[src/rtl/amp_filter_bank.sv]
// Purpose : snapshot BIN_QTY note amplitudes on start, run slow/fast IIR per bin
//           (LANES bins per cycle), publish floor-clamped slow values, fast values,
//           their sum, and the peak bin.
// Latency : start sampled at edge 0 -> data_v high for one cycle after edge N+1
//           (N = BIN_QTY/LANES); a held start restarts every N+2 cycles.
// Backpressure: none; start is ignored while busy, outputs hold between frames.
// Ports   : clk/rst (sync, active-high), start, noteAmplitudes_i (BIN_QTY x W+D),
//           noteAmplitudes_o / noteAmplitudesFast_o (per bin), amplitudeSumNew_o,
//           amplitudeMax_o, maxIndex_o, busy, data_v.
module amp_filter_bank #(
  parameter int W          = 5,
  parameter int D          = 11,
  parameter int BIN_QTY    = 12,
  parameter int LANES      = 1,
  parameter int SLOW_SHIFT = 3,
  parameter int FAST_SHIFT = 1,
  parameter int LEDFloor   = 205
) (
  input  logic                                  clk,
  input  logic                                  rst,
  input  logic                                  start,
  input  logic [BIN_QTY-1:0][W+D-1:0]           noteAmplitudes_i,
  output logic [BIN_QTY-1:0][W+D-1:0]           noteAmplitudes_o,
  output logic [BIN_QTY-1:0][W+D-1:0]           noteAmplitudesFast_o,
  output logic [W+D+$clog2(BIN_QTY)-1:0]        amplitudeSumNew_o,
  output logic [W+D-1:0]                        amplitudeMax_o,
  output logic [$clog2(BIN_QTY)-1:0]            maxIndex_o,
  output logic                                  busy,
  output logic                                  data_v
);

  localparam int WD   = W + D;
  localparam int SW   = WD + 1;
  localparam int N    = BIN_QTY / LANES;
  localparam int GW   = (N > 1) ? $clog2(N) : 1;
  localparam int IW   = $clog2(BIN_QTY);
  localparam int SUMW = WD + IW;
  localparam logic [WD-1:0] FLOOR = WD'(LEDFloor);

  typedef enum logic [1:0] {IDLE, PROC, DONE} state_t;

  // One IIR update: s += (x - s) >>> sh, evaluated in WD+1 signed bits.
  // The result always lies between s and x, so the low WD bits are exact.
  function automatic logic [WD-1:0] iir_step(input logic [WD-1:0] s,
                                             input logic [WD-1:0] x,
                                             input int            sh);
    logic signed [SW-1:0] diff;
    logic signed [SW-1:0] nxt;
    diff = $signed({1'b0, x}) - $signed({1'b0, s});
    nxt  = $signed({1'b0, s}) + (diff >>> sh);
    return nxt[WD-1:0];
  endfunction

  function automatic logic [WD-1:0] floor_sub(input logic [WD-1:0] s);
    return (s > FLOOR) ? (s - FLOOR) : '0;
  endfunction

  state_t                       state_q, state_d;
  logic [GW-1:0]                g_q, g_d;
  logic [BIN_QTY-1:0][WD-1:0]   snap_q, snap_d;
  logic [BIN_QTY-1:0][WD-1:0]   slow_q, slow_d;
  logic [BIN_QTY-1:0][WD-1:0]   fast_q, fast_d;
  logic [SUMW-1:0]              acc_sum_q, acc_sum_d;
  logic [WD-1:0]                acc_max_q, acc_max_d;
  logic [IW-1:0]                acc_idx_q, acc_idx_d;
  logic [SUMW-1:0]              sum_out_q, sum_out_d;
  logic [WD-1:0]                max_out_q, max_out_d;
  logic [IW-1:0]                idx_out_q, idx_out_d;
  logic                         data_v_q, data_v_d;

  logic [IW-1:0]                bin_idx;
  logic [WD-1:0]                bin_out;

  always_comb begin
    state_d   = state_q;
    g_d       = g_q;
    snap_d    = snap_q;
    slow_d    = slow_q;
    fast_d    = fast_q;
    acc_sum_d = acc_sum_q;
    acc_max_d = acc_max_q;
    acc_idx_d = acc_idx_q;
    sum_out_d = sum_out_q;
    max_out_d = max_out_q;
    idx_out_d = idx_out_q;
    data_v_d  = 1'b0;
    bin_idx   = '0;
    bin_out   = '0;

    case (state_q)
      IDLE: begin
        if (start) begin
          state_d   = PROC;
          snap_d    = noteAmplitudes_i;
          acc_sum_d = '0;
          acc_max_d = '0;
          acc_idx_d = '0;
          g_d       = '0;
        end
      end

      PROC: begin
        // Lanes are walked in ascending bin order so the strict compare keeps
        // the lowest index on ties, both within and across groups.
        for (int l = 0; l < LANES; l++) begin
          bin_idx         = IW'(int'(g_q) * LANES + l);
          fast_d[bin_idx] = iir_step(fast_q[bin_idx], snap_q[bin_idx], FAST_SHIFT);
          slow_d[bin_idx] = iir_step(slow_q[bin_idx], snap_q[bin_idx], SLOW_SHIFT);
          bin_out         = floor_sub(slow_d[bin_idx]);
          acc_sum_d       = acc_sum_d + SUMW'(bin_out);
          if (bin_out > acc_max_d) begin
            acc_max_d = bin_out;
            acc_idx_d = bin_idx;
          end
        end
        if (g_q == GW'(N - 1)) begin
          state_d = DONE;
        end else begin
          g_d = g_q + 1'b1;
        end
      end

      DONE: begin
        sum_out_d = acc_sum_q;
        max_out_d = acc_max_q;
        idx_out_d = acc_idx_q;
        data_v_d  = 1'b1;
        state_d   = IDLE;
      end

      default: state_d = IDLE;
    endcase
  end

  always_ff @(posedge clk) begin
    if (rst) begin
      state_q   <= IDLE;
      g_q       <= '0;
      snap_q    <= '0;
      slow_q    <= '0;
      fast_q    <= '0;
      acc_sum_q <= '0;
      acc_max_q <= '0;
      acc_idx_q <= '0;
      sum_out_q <= '0;
      max_out_q <= '0;
      idx_out_q <= '0;
      data_v_q  <= 1'b0;
    end else begin
      state_q   <= state_d;
      g_q       <= g_d;
      snap_q    <= snap_d;
      slow_q    <= slow_d;
      fast_q    <= fast_d;
      acc_sum_q <= acc_sum_d;
      acc_max_q <= acc_max_d;
      acc_idx_q <= acc_idx_d;
      sum_out_q <= sum_out_d;
      max_out_q <= max_out_d;
      idx_out_q <= idx_out_d;
      data_v_q  <= data_v_d;
    end
  end

  // Published per-bin output is a pure function of the slow state, so it
  // tracks each bin as its group is processed and is zero straight out of reset.
  always_comb begin
    for (int i = 0; i < BIN_QTY; i++) begin
      noteAmplitudes_o[i] = floor_sub(slow_q[i]);
    end
  end

  assign noteAmplitudesFast_o = fast_q;
  assign amplitudeSumNew_o    = sum_out_q;
  assign amplitudeMax_o       = max_out_q;
  assign maxIndex_o           = idx_out_q;
  assign busy                 = (state_q != IDLE);
  assign data_v               = data_v_q;

endmodule

[config.mk]
export PLATFORM = sky130hd
export DESIGN_NAME = amp_filter_bank
export DESIGN_NICKNAME = d
export VERILOG_FILES = /design/src/rtl/amp_filter_bank.sv
export SDC_FILE = /design/constraint.sdc
export NUM_CORES = 2
export LEC_CHECK = 0
export CAP_MARGIN = 20
export CORE_ASPECT_RATIO = 2
export CORE_MARGIN = 2
export CORE_UTILIZATION = 51
export DETAILED_ROUTE_END_ITERATION = 12
export DONT_BUFFER_PORTS = 1
export MAX_ROUTING_LAYER = met4
export PLACE_DENSITY = 0.74
export SYNTH_ARGS = -nofsm -noshare
export SYNTH_HDL_FRONTEND = slang
export SYNTH_SLANG_ARGS = --single-unit
[constraint.sdc]
create_clock -name clk -period 32.1 [get_ports clk]
set_input_delay 6.42 -clock clk [delete_from_list [all_inputs] [get_ports clk]]
set_output_delay 6.42 -clock clk [all_outputs]
set_load 0.01 [all_outputs]
* After elaboration in Yosys (flattened, before gate mapping) *
Cells that the tools add are included.

operators by class
  add/sub/neg operators = 19
  magnitude comparators = 16
  eq/ne operators = 7
  mux-type cells = 39
  reductions and logical operators = 9

operators with widths
  operator                 count
  $bwmux W192              2
  $mux W16                 20
  $bmux W16 S4             4
  $gt A16 B8 Y1 const B    13
  $sub A16 B8 Y16 const B  13
  $demux W16 S4            1
  $pmux W20 S2             1
  $sub A16 B16 Y17         2
  $pmux W16 S2             1
  $add A20 B16 Y20         1
  $mux W20                 1
  $add A16 B14 Y16         1
  $add A16 B16 Y16         1
  $gt A16 B16 Y1           1
  $pmux W4 S2              2
  $mux W4                  3
  $ne A2 B2 Y1 const B     4
  $reduce_and A2 Y1        3
  $reduce_and A3 Y1        2
  $lt A4 B5 Y1 const B     1
  $add A4 B1 Y4 const B    1
  $eq A4 B4 Y1 const B     1
  $ge A4 B1 Y1 const B     1
  $mux W2                  2
  other kinds (7)          8

word-level totals
  register bits after elaboration = 663
  bits of input ports = 195
  output and inout bits = 426
  word-level logic and storage cells = 135

* Depth between registers and ports, before layout *
  depth after elaboration = 12
  mapped depth = 54
  depth with buffers taken out = 41

* Least setup slack after synthesis *
OpenSTA, ideal clock, no wires.

  path type = flip-flop to flip-flop
  start point = reg g_q[0]
  end point = reg acc_sum_q[16]
  library setup time = 70 ps
  arrival time = 12741 ps
  data required time = 32030 ps
  setup slack = 19289 ps
  stages on the path, launching flop included = 53
  cell sequence = dfxtp_1 -> buf_4 -> buf_2 -> buf_2 -> buf_2 -> buf_2 -> buf_2 -> buf_1 -> clkbuf_1 -> buf_1 -> buf_1 -> mux4_2 -> nand2_1 -> o21ai_0 -> ha_1 -> and4_1 -> nand4_1 -> o21ai_0 -> (+17 left out) -> o21ai_0 -> a2111oi_2 -> or4b_1 -> buf_6 -> nor2_1 -> clkbuf_1 -> nor2_1 -> ha_1 -> fa_1 -> a21o_1 -> maj3_1 -> maj3_1 -> nand2_1 -> o221a_2 -> a21oi_1 -> a2111oi_0 -> o311ai_0 -> a21oi_1

between the ends
  cells in the longest elaborated chain, start to end = 11
  elaborated cells on any way between the ends = 19

ends and longest elaborated chain
  what                                                                   RTL line  text
  start, declared                                                        59        logic [GW-1:0] g_q, g_d;
  start signal, assigned                                                 151       g_q <= g_d;
  $bmux W16 S4 (tied with other cells)                                   108       slow_d[bin_idx] = iir_step(slow_q[bin_idx], snap_q[bin_idx], SLOW_SHIFT);
  $mux W16 (not written as such) or $logic_and A1 B1 Y1 (tied branches)  108
  $sub A16 B16 Y17 or $mux W16 (tied branches)                           49, 108
  $add A16 B14 Y16 or $demux W16 S4 (tied branches)                      50, 108
  $bwmux W192                                                            108
  $bmux W16 S4 *                                                         109       bin_out = floor_sub(slow_d[bin_idx]);
  $mux W16 (not written as such) *                                       109
  $sub A16 B8 Y16 or $gt A16 B8 Y1 (tied branches)                       55        return (s > FLOOR) ? (s - FLOOR) : '0;
  $mux W16 *                                                             55
  $add A20 B16 Y20 *                                                     110       acc_sum_d = acc_sum_d + SUMW'(bin_out);
  $pmux W20 S2 *                                                         90        case (state_q)
  end signal, assigned                                                   155       acc_sum_q <= acc_sum_d;
  end, declared                                                          63        logic [SUMW-1:0] acc_sum_q, acc_sum_d;

Every way passes the cells marked *; elsewhere a longest branch is shown, timed or not. The select of a mux whose other input is x is not followed.
A chain may end at the register's enable or synchronous reset.

* Final worst setup path *
Ends and elaborated chain as after synthesis.

==> flow_summary_export.csv <==
group,metric,value,unit
synth,ys.flop_type,"dfxtp_1",
clock_tree,insertion_delay,0.73,ns
synth,synth_cell_type_count,99,
hold_path,holdPathStages,2,
clock_tree,ctsHoldBuffers,0,
clock_tree,post-cts-setup-buffer-count,0,
status,violations,"max-slew violations",
die,die_area,81700,um^2
critical_path,path_common_cell,"o21a_1",
critical_path,slowest_stage,"dfxtp_4",
synth,synth_top_area_share,32.8,%
critical_path,start_kind,"register",
layout,regArea,13300,um^2
layout,multi_input_area,25100,um^2
synth,synth.cell_area,40400,um^2
critical_path,worst_ep_arrival_time,14.63,ns
sta,max-slew-margin-rel,-54.1,%
critical_path,cp-end-kind,"register",
route,drtAntennaViolNets,0,
clock_tree,cts_sinks,663,
clock_tree,clock-root-buffer,"clkbuf_16",
critical_path,crit_path_max_fanout,46,
synth,avgSynthCellArea,7.62,um^2
synth,synth_seq_cells,663,
power,p_total,3840,uW
clock_tree,cts_buffers,60,
grt,track_usage,55.7,%
clock_tree,cts.reportedPaths.clkPinSlew,0.07,ns
die,rows,146,
place,dp_hpwl,160,mm
synth,async_reset_ff_share,0,%
place,gp_congestion,1.12,
power,p_leak,0.0160,uW
status,status,"finished, violations left",
synth,synthCells,5311,
grt,grt_pass1_vias,40200,
hold_path,holdCritPathClass,"register to register",
clock_tree,cts_tree,"done",
layout,nets,5427,
sta,setup_viol,0,
route,routed_wl,223,mm
synth,synth_xor_area_share,4.33,%
layout,drive_above_1_share,10.4,%
critical_path,cp.required,32.74,ns
sta,tightest_slew,2.31,ns
synth,syn_nets,5628,
sta,max_freq,71.5,MHz
route,viasPerCell,6.86,
synth,synth_edf_count,0,
clock_tree,htree_levels,2,
die,die_y,402,um
route,drt_iter0_markers,4937,
route,drc,0,
synth,synth_top_cell_by_area,"dfxtp_1",
synth,synth_simple_gate_area_share,22.6,%
place,placedInstanceArea,41400,um^2
grt,grt_pass1_wl,313,mm
synth,seq_area_frac_synth,32.8,%
critical_path,cpPeakStageDelay,0.82,ns
die,start_util,51.3,%
route,wl_per_cell,35.7,um
layout,n_fill_cell,7542,
synth,synthMuxAreaShare,10.7,%
synth,synth_area_leaders,"dfxtp_1 33%, a21oi_1 8.6%, nand2_1 8.0%",
synth,yosysWarnings,0,
sta,rsz0062_at_grt,"false",
clock_tree,ctsResizeCount,0,
layout,fin_util,55.4,%
place,numPortBuffers,0,
sta,hold_violations,0,
clock_tree,clk_path_buf_depth,3,
route,vias,42900,
sta,tns,0,ns
grt,grt_max_degree,644,
layout,final_cell_area,43700,um^2
sta,fin_crit,13.99,ns
layout,area_growth,8.02,%
grt,globalRouteOverflowTotal,0,
sta,drv_slew,279,
die,die-width,203,um
synth,synth_top_family_by_area,"simple AND/OR/NAND/NOR gates",
synth,synth_compound_area_share,20.3,%
critical_path,path_class,"register to register",
sta,fin_worst_skew,0.0397,ns
critical_path,ff2ff_path_depth,42,
die,num_io_pins,621,
grt,antenna_found_initial,41,
die,core,78900,um^2
run,cap_violations,0,
power,p_per_area,87.8,nW/um^2
power,ir_drop,0.0000724,V
route,drtPass1Iterations,8,
synth,synth_fa_ha_area_share,3.90,%
sta,finalCritPeriodShare,43.6,%
[registers in the layout (all words and copies together), names as in the netlist]
signal and cells:
acc_idx_q 4, acc_max_q 16, acc_sum_q 20, amplitudeMax_o 16, amplitudeSumNew_o 20, data_v 1, g_q 4, maxIndex_o 4
noteAmplitudesFast_o 192, slow_q 192, snap_q 192, state_q 2
[report_power, final]
| part | total [uW] | internal (uW) | switching (uW) |
|---|---|---|---|
| Clock | 770 | 400 | 370 |
| Sequential | 929 | 864 | 64.4 |
| Combinational | 2140 | 627 | 1510 |
| Total | 3840 | 1890 | 1940 |
[critical path: cells and delay by family, from the launching register on]
kind	cells	cell delay, ns
adders and majority gates	6	2.21
AOI/OAI and AO/OA	19	4.66
buffers and inverters	3	1.81
DFF	1	0.82
muxes	2	0.74
and+or+nand+nor	11	3.46
xor gates and xnor gates	1	0.11
[metrics by stage]
stage	hold slack [ns]	setup slack, ns	instances
3_3_place_gp	0.438	18.53	6072
4_1_cts	0.450	18.33	6185
6_report	0.452	18.11	6244
2_1_floorplan	0.432	19.29	5311
3_5_place_dp	0.442	18.40	6073
5_1_grt	0.470	17.43	6242
[synthesized netlist by cell type, types with 13 or more instances]
| library cell | n |
|---|---|
| a31o_2 | 13 |
| o221ai_1 | 13 |
| mux2i_1 | 103 |
| o21ai_0 | 158 |
| o22ai_1 | 14 |
| and3_1 | 29 |
| nand4_1 | 16 |
| nand2b_1 | 18 |
| xor2_1 | 70 |
| a21oi_1 | 693 |
| nand3_1 | 84 |
| or3_1 | 20 |
| mux2_2 | 47 |
| o22a_1 | 30 |
| nor3b_1 | 17 |
| ha_1 | 118 |
| or4_1 | 19 |
| nor2b_1 | 28 |
| nor2_1 | 850 |
| inv_1 | 121 |
| a21o_1 | 31 |
| and2_1 | 19 |
| buf_2 | 32 |
| o211ai_1 | 24 |
| clkbuf_1 | 348 |
| o31ai_1 | 20 |
| a31oi_1 | 27 |
| dfxtp_1 | 663 |
| nor4_1 | 46 |
| nand2_1 | 865 |
| mux4_2 | 122 |
| a211oi_1 | 109 |
| o21a_1 | 26 |
| nor3_1 | 83 |
| o21bai_1 | 21 |
| nand3b_1 | 17 |
| xnor2_1 | 128 |
| buf_1 | 53 |
[layout make-up]
cell class / instances / area share, %
Tap cell: 1036 / 2.97
Multi-Input combinational cell: 4081 / 57.5
Inverter: 124 / 1.07
Clock inverter: 31 / 0.799
Timing Repair Buffer: 180 / 3.14
Sequential cell: 663 / 30.4
Antenna cell: 48 / 0.275
Clock buffer: 81 / 3.85
[routing by layer]
metal	global-route usage, %	part of all wire [%]	wire length [um]
met1	51.6	30	67300
met2	82.4	44	97500
met3	26.0	12	27500
met4	56.0	14	30300
met5	-	0	0
[layout by cell type, fill, tap and decap left out, types with 29 or more instances in the layout]
cell type	count
dfxtp_1	659
a211oi_1	109
o21ai_0	156
diode_2	48
inv_1	121
nand2_1	854
ha_1	116
nor2_1	844
mux2i_1	103
buf_4	173
and3_1	29
nor4_1	46
xor2_1	69
clkbuf_16	61
nor3_1	82
o22a_1	30
nand3_1	82
a21oi_1	693
xnor2_1	124
mux2_2	47
mux4_2	122
a21o_1	31
[kinds of logic (layout without fill, tap and decap cells)]
| kind of cell | after synthesis | in the layout |
|---|---|---|
| AND/OR/NAND/NOR | 2153 | 2153 |
| AO/OA/AOI/OAI | 1333 | 1333 |
| flip-flops | 663 | 663 |
| buffers and inverters | 567 | 416 |
| multiplexers | 272 | 272 |
| XOR/XNOR | 199 | 199 |
| adder cells (fa/ha/maj) | 124 | 124 |
| other | 0 | 48 |
[path summary, 6_finish.rpt]
kind / to / slack (ns) / startpoint
setup reg to reg: acc_sum_q[16] / 18.11 / g_q[0]
setup / recovery: acc_sum_q[16] / 18.11 / g_q[0]
hold reg to reg: snap_q[30] / 0.45 / snap_q[30]
hold / removal: snap_q[30] / 0.45 / snap_q[30]
(Power assumes the default switching activity.)
